`src/rtl/pc_run_monitor_if.sv`:
```
// Bus bundle for pc_run_monitor: run control, retire stream and stop table in;
// status, cause and run statistics out.
interface pc_run_monitor_if #(
  parameter int ADDR_SIZE = 32,
  parameter int NUM_STOP  = 4,
  parameter int CNT_W     = 32
);
  localparam int IDX_W = (NUM_STOP > 1) ? $clog2(NUM_STOP) : 1;

  logic                          start;
  logic                          clear;
  logic                          retire_valid;
  logic [ADDR_SIZE-1:0]          pc_w;
  logic [NUM_STOP*ADDR_SIZE-1:0] stop_addr;
  logic [NUM_STOP-1:0]           stop_en;

  logic                          running;
  logic                          done;
  logic                          done_pulse;
  logic [1:0]                    cause;
  logic [IDX_W-1:0]              hit_idx;
  logic [CNT_W-1:0]              cycle_cnt;
  logic [CNT_W-1:0]              retire_cnt;
  logic [ADDR_SIZE-1:0]          last_pc;

  modport master (
    output start, clear, retire_valid, pc_w, stop_addr, stop_en,
    input  running, done, done_pulse, cause, hit_idx, cycle_cnt, retire_cnt, last_pc
  );

  modport slave (
    input  start, clear, retire_valid, pc_w, stop_addr, stop_en,
    output running, done, done_pulse, cause, hit_idx, cycle_cnt, retire_cnt, last_pc
  );
endinterface

```
`src/rtl/pc_run_monitor.sv`:
```
// Watches the retire stream during a run and stops on a stop-address hit, a PC hang
// or a cycle timeout. Note: rstn is an active-HIGH asynchronous reset despite its name.

module pc_stop_cmp #(
  parameter int ADDR_SIZE = 32
) (
  input  logic                 en,
  input  logic                 valid,
  input  logic [ADDR_SIZE-1:0] pc,
  input  logic [ADDR_SIZE-1:0] addr,
  output logic                 hit
);
  assign hit = valid & en & (pc == addr);
endmodule

module pc_run_monitor #(
  parameter int ADDR_SIZE  = 32,
  parameter int NUM_STOP   = 4,
  parameter int CNT_W      = 32,
  parameter int TIMEOUT    = 100000,
  parameter int HANG_LIMIT = 8
) (
  input  logic             clk,
  input  logic             rstn,
  pc_run_monitor_if.slave  bus
);
  localparam int IDX_W = (NUM_STOP > 1) ? $clog2(NUM_STOP) : 1;
  localparam int REP_W = (HANG_LIMIT > 1) ? $clog2(HANG_LIMIT + 1) : 1;
  localparam logic [REP_W-1:0] REP_LIM = REP_W'(HANG_LIMIT);
  localparam logic [CNT_W-1:0] TO_LAST = CNT_W'(TIMEOUT - 1);

  typedef enum logic [1:0] {S_IDLE, S_RUN, S_DONE} state_t;

  state_t               state_q, state_nxt;
  logic [CNT_W-1:0]     cycle_q, cycle_nxt;
  logic [CNT_W-1:0]     retire_q, retire_nxt;
  logic [ADDR_SIZE-1:0] last_q, last_nxt;
  logic [REP_W-1:0]     rep_q, rep_nxt;
  logic [1:0]           cause_q, cause_nxt;
  logic [IDX_W-1:0]     idx_q, idx_nxt;
  logic                 running_q, done_q, pulse_q;

  logic [NUM_STOP-1:0]  hit_vec;
  logic                 stop_hit;
  logic [IDX_W-1:0]     stop_idx;
  logic                 same_pc, hang_hit, to_hit;
  logic [REP_W-1:0]     rep_inc;

  for (genvar i = 0; i < NUM_STOP; i++) begin : g_cmp
    pc_stop_cmp #(.ADDR_SIZE(ADDR_SIZE)) u_cmp (
      .en   (bus.stop_en[i]),
      .valid(bus.retire_valid),
      .pc   (bus.pc_w),
      .addr (bus.stop_addr[i*ADDR_SIZE +: ADDR_SIZE]),
      .hit  (hit_vec[i])
    );
  end

  // Scan high to low so the lowest matching entry is the one left standing.
  always_comb begin
    stop_hit = 1'b0;
    stop_idx = '0;
    for (int i = NUM_STOP - 1; i >= 0; i--) begin
      if (hit_vec[i]) begin
        stop_hit = 1'b1;
        stop_idx = IDX_W'(i);
      end
    end
  end

  assign same_pc  = bus.retire_valid && (bus.pc_w == last_q) && (retire_q != '0);
  assign rep_inc  = rep_q + 1'b1;
  assign hang_hit = (HANG_LIMIT != 0) && same_pc && (rep_inc == REP_LIM);
  assign to_hit   = (TIMEOUT != 0) && (cycle_q == TO_LAST);

  always_ff @(posedge clk or posedge rstn) begin
    if (rstn) state_q <= S_IDLE;
    else      state_q <= state_nxt;
  end

  always_comb begin
    state_nxt  = state_q;
    cycle_nxt  = cycle_q;
    retire_nxt = retire_q;
    last_nxt   = last_q;
    rep_nxt    = rep_q;
    cause_nxt  = cause_q;
    idx_nxt    = idx_q;
    if (bus.clear) begin
      state_nxt  = S_IDLE;
      cycle_nxt  = '0;
      retire_nxt = '0;
      last_nxt   = '0;
      rep_nxt    = '0;
      cause_nxt  = 2'b00;
      idx_nxt    = '0;
    end else begin
      unique case (state_q)
        S_IDLE: begin
          if (bus.start) begin
            state_nxt  = S_RUN;
            cycle_nxt  = '0;
            retire_nxt = '0;
            last_nxt   = '0;
            rep_nxt    = '0;
            cause_nxt  = 2'b00;
            idx_nxt    = '0;
          end
        end
        S_RUN: begin
          cycle_nxt = (&cycle_q) ? cycle_q : cycle_q + 1'b1;
          if (bus.retire_valid) begin
            retire_nxt = (&retire_q) ? retire_q : retire_q + 1'b1;
            last_nxt   = bus.pc_w;
            rep_nxt    = same_pc ? rep_inc : '0;
          end
          if (stop_hit) begin
            state_nxt = S_DONE;
            cause_nxt = 2'b01;
            idx_nxt   = stop_idx;
          end else if (hang_hit) begin
            state_nxt = S_DONE;
            cause_nxt = 2'b10;
          end else if (to_hit) begin
            state_nxt = S_DONE;
            cause_nxt = 2'b11;
          end
        end
        S_DONE: ;
        default: state_nxt = S_IDLE;
      endcase
    end
  end

  // Status flags decode the next state so they line up with the state register.
  always_ff @(posedge clk or posedge rstn) begin
    if (rstn) begin
      cycle_q   <= '0;
      retire_q  <= '0;
      last_q    <= '0;
      rep_q     <= '0;
      cause_q   <= 2'b00;
      idx_q     <= '0;
      running_q <= 1'b0;
      done_q    <= 1'b0;
      pulse_q   <= 1'b0;
    end else begin
      cycle_q   <= cycle_nxt;
      retire_q  <= retire_nxt;
      last_q    <= last_nxt;
      rep_q     <= rep_nxt;
      cause_q   <= cause_nxt;
      idx_q     <= idx_nxt;
      running_q <= (state_nxt == S_RUN);
      done_q    <= (state_nxt == S_DONE);
      pulse_q   <= (state_nxt == S_DONE) && (state_q != S_DONE);
    end
  end

  assign bus.running    = running_q;
  assign bus.done       = done_q;
  assign bus.done_pulse = pulse_q;
  assign bus.cause      = cause_q;
  assign bus.hit_idx    = idx_q;
  assign bus.cycle_cnt  = cycle_q;
  assign bus.retire_cnt = retire_q;
  assign bus.last_pc    = last_q;
endmodule
```
`src/flat_wrapper.sv`:
```
// flat-port wrapper written by rule: the top's interface ports become plain ports
module pc_run_monitor_flat 
#(
  parameter int ADDR_SIZE  = 32,
  parameter int NUM_STOP   = 4,
  parameter int CNT_W      = 32,
  parameter int TIMEOUT    = 100000,
  parameter int HANG_LIMIT = 8
)
  (clk, rstn, bus_start, bus_clear, bus_retire_valid, bus_pc_w, bus_stop_addr, bus_stop_en, bus_running, bus_done, bus_done_pulse, bus_cause, bus_hit_idx, bus_cycle_cnt, bus_retire_cnt, bus_last_pc);
  pc_run_monitor_if #(.ADDR_SIZE(ADDR_SIZE), .NUM_STOP(NUM_STOP), .CNT_W(CNT_W)) bus_i ();
  input  logic clk;
  input  logic rstn;
  input wire logic [$bits(bus_i.start)-1:0] bus_start;
  input wire logic [$bits(bus_i.clear)-1:0] bus_clear;
  input wire logic [$bits(bus_i.retire_valid)-1:0] bus_retire_valid;
  input wire logic [$bits(bus_i.pc_w)-1:0] bus_pc_w;
  input wire logic [$bits(bus_i.stop_addr)-1:0] bus_stop_addr;
  input wire logic [$bits(bus_i.stop_en)-1:0] bus_stop_en;
  output wire logic [$bits(bus_i.running)-1:0] bus_running;
  output wire logic [$bits(bus_i.done)-1:0] bus_done;
  output wire logic [$bits(bus_i.done_pulse)-1:0] bus_done_pulse;
  output wire logic [$bits(bus_i.cause)-1:0] bus_cause;
  output wire logic [$bits(bus_i.hit_idx)-1:0] bus_hit_idx;
  output wire logic [$bits(bus_i.cycle_cnt)-1:0] bus_cycle_cnt;
  output wire logic [$bits(bus_i.retire_cnt)-1:0] bus_retire_cnt;
  output wire logic [$bits(bus_i.last_pc)-1:0] bus_last_pc;
  assign bus_i.start = bus_start;
  assign bus_i.clear = bus_clear;
  assign bus_i.retire_valid = bus_retire_valid;
  assign bus_i.pc_w = bus_pc_w;
  assign bus_i.stop_addr = bus_stop_addr;
  assign bus_i.stop_en = bus_stop_en;
  assign bus_running = bus_i.running;
  assign bus_done = bus_i.done;
  assign bus_done_pulse = bus_i.done_pulse;
  assign bus_cause = bus_i.cause;
  assign bus_hit_idx = bus_i.hit_idx;
  assign bus_cycle_cnt = bus_i.cycle_cnt;
  assign bus_retire_cnt = bus_i.retire_cnt;
  assign bus_last_pc = bus_i.last_pc;
  pc_run_monitor #(.ADDR_SIZE(ADDR_SIZE), .NUM_STOP(NUM_STOP), .CNT_W(CNT_W), .TIMEOUT(TIMEOUT), .HANG_LIMIT(HANG_LIMIT)) u_core (.clk(clk), .rstn(rstn), .bus(bus_i));
endmodule
```
`config.mk`:
```
export PLATFORM = sky130hd
export DESIGN_NAME = pc_run_monitor_flat
export DESIGN_NICKNAME = d
export VERILOG_FILES = /design/src/rtl/pc_run_monitor_if.sv /design/src/rtl/pc_run_monitor.sv /design/src/flat_wrapper.sv
export SDC_FILE = /design/constraint.sdc
export NUM_CORES = 1
export LEC_CHECK = 0
export CORE_ASPECT_RATIO = 1.75
export CORE_MARGIN = 2
export CORE_UTILIZATION = 49
export CTS_CLUSTER_DIAMETER = 40
export DETAILED_ROUTE_END_ITERATION = 8
export PLACE_DENSITY = 0.88
export SLEW_MARGIN = 20
export SYNTH_ARGS = -nofsm -noshare
export SYNTH_HDL_FRONTEND = slang
export SYNTH_SLANG_ARGS = --single-unit
```
`constraint.sdc`:
```
create_clock -name clk -period 6 [get_ports clk]
set_input_delay 0.6 -clock clk [delete_from_list [all_inputs] [get_ports clk]]
set_output_delay 0.6 -clock clk [all_outputs]
set_load 0.05 [all_outputs]
```
; ---- Word level (Yosys, flattened, before mapping)
; Cells that the tools add are included.
[word_totals]
mem_count = 0
wordCells = 92
ff_bits = 109
ram_bits = 0
output_inout_bits = 103
rom_bits = 0
latch_bits = 0
inputBits = 169
[op_classes]
add_sub_neg = 3
n_shift = 0
n_mux = 39
n_reduce_logical = 14
div_mod_pow = 0
mul = 0
magnitude_cmp = 0
eq_ne = 18
bitwise_logic = 8
[ops]
columns = cell, n
row1 = $mux W32, 8
row2 = $pmux W32 S2, 3
row3 = $eq A32 B32 Y1, 5
row4 = $add A32 B1 Y32 const B, 2
row5 = $reduce_and A32 Y1, 2
row6 = $eq A32 B17 Y1 const B, 1
row7 = $mux W2, 16
row8 = $reduce_bool A32 Y1, 1
row9 = $mux W4, 4
row10 = $ne A3 B3 Y1 const B, 4
row11 = $reduce_and A3 Y1, 4
row12 = $and A1 B1 Y1, 8
row13 = $pmux W2 S2, 2
row14 = $pmux W4 S2, 1
row15 = $pmux W2 S3, 1
row16 = $ne A5 B2 Y1 const B, 1
row17 = $add A4 B1 Y4 const B, 1
row18 = $eq A2 B1 Y1 const B, 2
row19 = $eq A2 B2 Y1 const B, 2
row20 = $eq A4 B4 Y1 const B, 1
row21 = $logic_and A1 B1 Y1, 4
row22 = $mux W1, 4
row23 = $reduce_and A4 Y1, 1
row24 = $ne A3 B2 Y1 const B, 1
row25 = 3 further kinds, 3

; ---- Logic depth before layout (Yosys ltp)
[depth]
depth_word = 11
depth_mapped = 10
depth_no_buf = 9

; ---- Modules after synthesis
; Synthesis repeated with hierarchy kept, for this count alone.
[hier_totals]
cells_unflattened = 776
area_unflattened_um2 = 7325.8
[modules_own_cells]
columns = module, area_each_um2, seq_area_each_um2, cells_each, instances
row1 = pc_run_monitor, 5864.4, 2727.6, 600, 1
row2 = pc_stop_cmp, 365.4, 0.0, 44, 4

; ---- Least setup slack after synthesis
; OpenSTA, ideal clock, no wires.
[synth_path]
kind = reg-to-reg
startpoint = register u_core.cycle_q[0], in the netlist u_core.bus.cycle_cnt[0]
endpoint = register u_core.cycle_q[23], in the netlist u_core.bus.cycle_cnt[23]
slack_ps = 3337
path_stages_with_launch = 10
n_path_buf = 1
setup_ps = 132
synth_period_minus_slack_ps = 2663
t_arrival_ps = 2532
path_cell_list = dfrtp_1 > ha_1 > and3_1 > nand4_1 > or4_4 > o2111a_1 > buf_6 > nor2b_1 > xnor2_1 > nor2_1
[synth_between]
elab_chain_len = 4
[synth_lines]
columns = item, line
row1 = from (decl), pc_run_monitor.sv:35  ; logic [CNT_W-1:0] cycle_q, cycle_nxt;
row2 = from (signal assigned), pc_run_monitor.sv:148  ; cycle_q <= cycle_nxt;
row3 = $add A32 B1 Y32, pc_run_monitor.sv:111  ; cycle_nxt = (&cycle_q) ? cycle_q : cycle_q + 1'b1;
row4 = $mux W32, pc_run_monitor.sv:111
row5 = $pmux W32 S2, pc_run_monitor.sv:98  ; unique case (state_q)
row6 = $mux W32, pc_run_monitor.sv:89  ; if (bus.clear) begin
; Several ways; a longest one is shown, not always the timed one. The select of a mux whose other input is x is not followed.
; A chain may end at the register's enable or synchronous reset.

; ---- Final worst setup path
[layout_path]
startpoint = input bus_pc_w[17]
endpoint = register u_core.state_q[1]
[layout_between]
elab_chain_len = 9
[layout_lines]
columns = item, line
row1 = from (decl), flat_wrapper.sv:17  ; input wire logic [$bits(bus_i.pc_w)-1:0] bus_pc_w;
row2 = $eq A32 B32 Y1, pc_run_monitor.sv:13  ; assign hit = valid & en & (pc == addr);
row3 = $and A1 B1 Y1, pc_run_monitor.sv:13
row4 = $mux W1 (4 in a row), pc_run_monitor.sv:64  ; if (hit_vec[i]) begin
row5 = $mux W2 (*), pc_run_monitor.sv:117  ; if (stop_hit) begin
row6 = $pmux W2 S3 (*), pc_run_monitor.sv:98
row7 = $mux W2 (*), pc_run_monitor.sv:89
row8 = via u_core.state_nxt[1], pc_run_monitor.sv:34  ; state_t state_q, state_nxt;
row9 = to (signal assigned), pc_run_monitor.sv:78  ; else state_q <= state_nxt;
row10 = to (decl), pc_run_monitor.sv:34
; Mark *: on every way through the listed nets, which the timed path passes. The rest lies on a longest branch.

==> flow_summary.ini <==
[status]
status = complete, no violations

[cts]
clkLatencyLatePin_ns = 0.35
post_cts_buffers = 0
htreeDepth = 3
post_cts_resize_count = 0
clock_path_buffers = 2
cts_buffers = 9
cts_hold_buffers = 0
numClockSinks = 109
cts_tree = yes
cts_root_buf = clkbuf_16
clk_pin_slew_ns = 0.07

[finish]
antenna_cells = 0
synthToLayoutAreaGrowth_pct = 40.9
num-fill-cells = 1075
drive_gt1_share_pct = 3.60
instances_no_fill = 1208
nNetsFinal = 1198

[floorplanning]
floorplan.die_area_um2 = 15800
io_pins = 272
core_area_um2 = 14400
die_width_um = 96.0
fp-row-count = 58
fp.dieH_um = 165
start_util_pct = 50.2

[global_routing]
grt_pass1_vias = 7014
met1_usage_pct = 36.6
grt_pass1_wl_mm = 39.0
grt_max_degree = 72
track_usage_pct = 33.6
gr-usage-met2_pct = 58.8
overflow = 0
grt.busiest_layer = met2
grt_util_met3_pct = 6.89
antenna_found_initial = 3

[synthesis]
yosysMostFrequentCell = xor2_1
syn_avg_cell_area_um2 = 9.16
synth.area.top_cells = dfrtp_1 (38%), xor2_1 (17%), xnor2_1 (7.9%), nor4_1 (4.0%), a22o_1 (3.7%)
yosysTopAreaCell = dfrtp_1
synthesis.nets = 966
synth_seq_cells = 109
synth_cell_types = 57
synth_flop_cell = dfrtp_1
netlist_top_cells_count = xor2_1 (138), dfrtp_1 (109), nor2_1 (70)
synth-edff-count = 0
syn-cell-area_um2 = 7250
synthArstFlopShare_pct = 100
syn_inst = 792
yosysSeqAreaShare_pct = 37.6
yosysTopAreaCellShare_pct = 37.6
yosysWarnings = 0

[timing]
grt_setup_unrepaired = no
drv_slew = 0
setup-tns-final_ns = 0
fin_crit_sh_pct = 52.3
relSlewSlack_pct = 36.2
worst_slew_pin_slew_ns = 0.950
setup_violations = 0
period_minus_slack_ns = 3.14
max_freq_mhz = 319
finalHoldViolations = 0
finClkSkew_ns = 0.00732

[placement]
routabilityCongestion = 1.01
dpl.cell_count = 1193
dp_hpwl_mm = 20.9
portBuffers = 271

[drt]
routedWlPerCell_um = 21.8
route.detailed.drc = 0
vias = 7163
via_per_inst = 5.93
firstDrtPassIters = 5
drtIter0Drc = 629
drt-total-wl_mm = 26.4
postRouteAntennaNets = 0

[pwr]
p_leak_nw = 4.05
powerDensity_nw_per_um2 = 166
peakVddDrop_uv = 127

[setup_path]
crit_type = in -> reg
cp_data_required_time_ns = 6.27
endpoint_kind = flop
rrSetupSlack_ns = 3.23
cp_max_fo = 7
critical_path.max_stage_delay_ns = 0.72
slowest_stage = nor4_1
worstPathArrival_ns = 3.41
start_kind = input pin
path_cells = clkdlybuf4s50_1, xor2_1, nor4_1, nand4_1, or3_1, nand4_2, o311ai_1, a21oi_1

[hold_path]
hp-class = reg -> reg

[flow_run]
drv_cap = 0
[final timing paths]
kind                                                      from                                   end  cells after the start
min in group asynchronous                                 rstn   u_core.bus.cycle_cnt[7]$_DFFE_PP0P_                      2
hold / removal              u_core.bus.last_pc[12]$_DFFE_PP0P_    u_core.bus.last_pc[12]$_DFFE_PP0P_                      1
setup / recovery                                  bus_pc_w[17]           u_core.state_q[1]$_DFF_PP0_                      8
setup reg to reg           u_core.bus.cycle_cnt[1]$_DFFE_PP0P_  u_core.bus.cycle_cnt[16]$_DFFE_PP0P_                      7
max in group asynchronous                                 rstn    u_core.bus.last_pc[29]$_DFFE_PP0P_                      3
hold reg to reg             u_core.bus.last_pc[12]$_DFFE_PP0P_    u_core.bus.last_pc[12]$_DFFE_PP0P_                      1
[report_power, final]
part	switching, mW	total, mW	internal (mW)
Sequential	0.00973	0.753	0.743
Clock	0.266	0.567	0.301
Combinational	0.200	0.376	0.177
Total	0.476	1.70	1.22
[cell usage in the layout, fill, tap and decap left out, types with 3 or more instances in the layout]
cell / n
a211oi_1: 3
a21oi_1: 14
a22o_1: 31
and2_1: 4
and3_1: 10
and4_1: 5
buf_4: 4
clkbuf_16: 9
clkdlybuf4s50_1: 271
clkinv_2: 3
dfrtp_1: 109
ha_1: 5
inv_1: 17
nand2_1: 39
nand2b_1: 6
nand3_1: 34
nand4_1: 32
nor2_1: 69
nor2b_1: 4
nor3_1: 21
nor4_1: 46
o21ai_0: 26
or2_2: 4
or3_1: 17
or4_1: 3
xnor2_1: 65
xor2_1: 138
[metrics by stage]
step / total power [mW] / hold slack, ns / area, um2 / worst slack, ns / util [%]
2_1_floorplan: 0.953 / 0.512 / 7250 / 2.53 / -
3_3_place_gp: 1.14 / 0.521 / 9940 / 2.63 / 68.9
3_5_place_dp: 1.14 / 0.537 / 9940 / 2.58 / 68.9
4_1_cts: 1.69 / 0.558 / 10200 / 2.88 / 70.8
5_1_grt: 1.74 / 0.570 / 10200 / 2.81 / 70.8
6_report: 1.70 / 0.558 / 10200 / 2.86 / 70.8
[area by class of cell]
type                    instances  area, um2  share of cell area (%)
clock buffers                  11        253                    2.47
clock inverters                 4       23.8                   0.233
multi-input cells             611       4180                    40.9
well taps                     180        225                    2.20
inverters                      18       70.1                   0.686
repair buffers                275       2740                    26.8
flip-flops and latches        109       2730                    26.7
[worst max-delay path, delay by kind of cell]
kind	cells	cell delay, ns
compound gates	2	0.35
xor+xnor	1	0.28
buf+inv	1	0.68
simple gates	4	1.49
[logic make-up after synthesis]
group | share of synthesized area (%)
fa+ha+maj | 0.863
buf+inv | 4.88
simple gates | 22.9
flops | 37.6
xor+xnor | 24.5
compound gates | 9.23
[per-layer routing]
metal | share of wire, % | vias up
met2 | 52 | 450
met4 | 6.7 | 6
met1 | 33 | 3371
met5 | 0.17 | -
met3 | 7.8 | 107
li1 | - | 3229
[flip-flops by register name, summed over array words and instances (netlist names)]
name,flops
u_core.bus.cause,2
u_core.bus.last_pc,32
u_core.bus.running,1
u_core.bus.retire_cnt,32
u_core.bus.hit_idx,2
u_core.state_q,2
u_core.bus.done_pulse,1
u_core.bus.cycle_cnt,32
u_core.bus.done,1
u_core.rep_q,4
No activity file was read; power rests on OpenSTA's default activity.
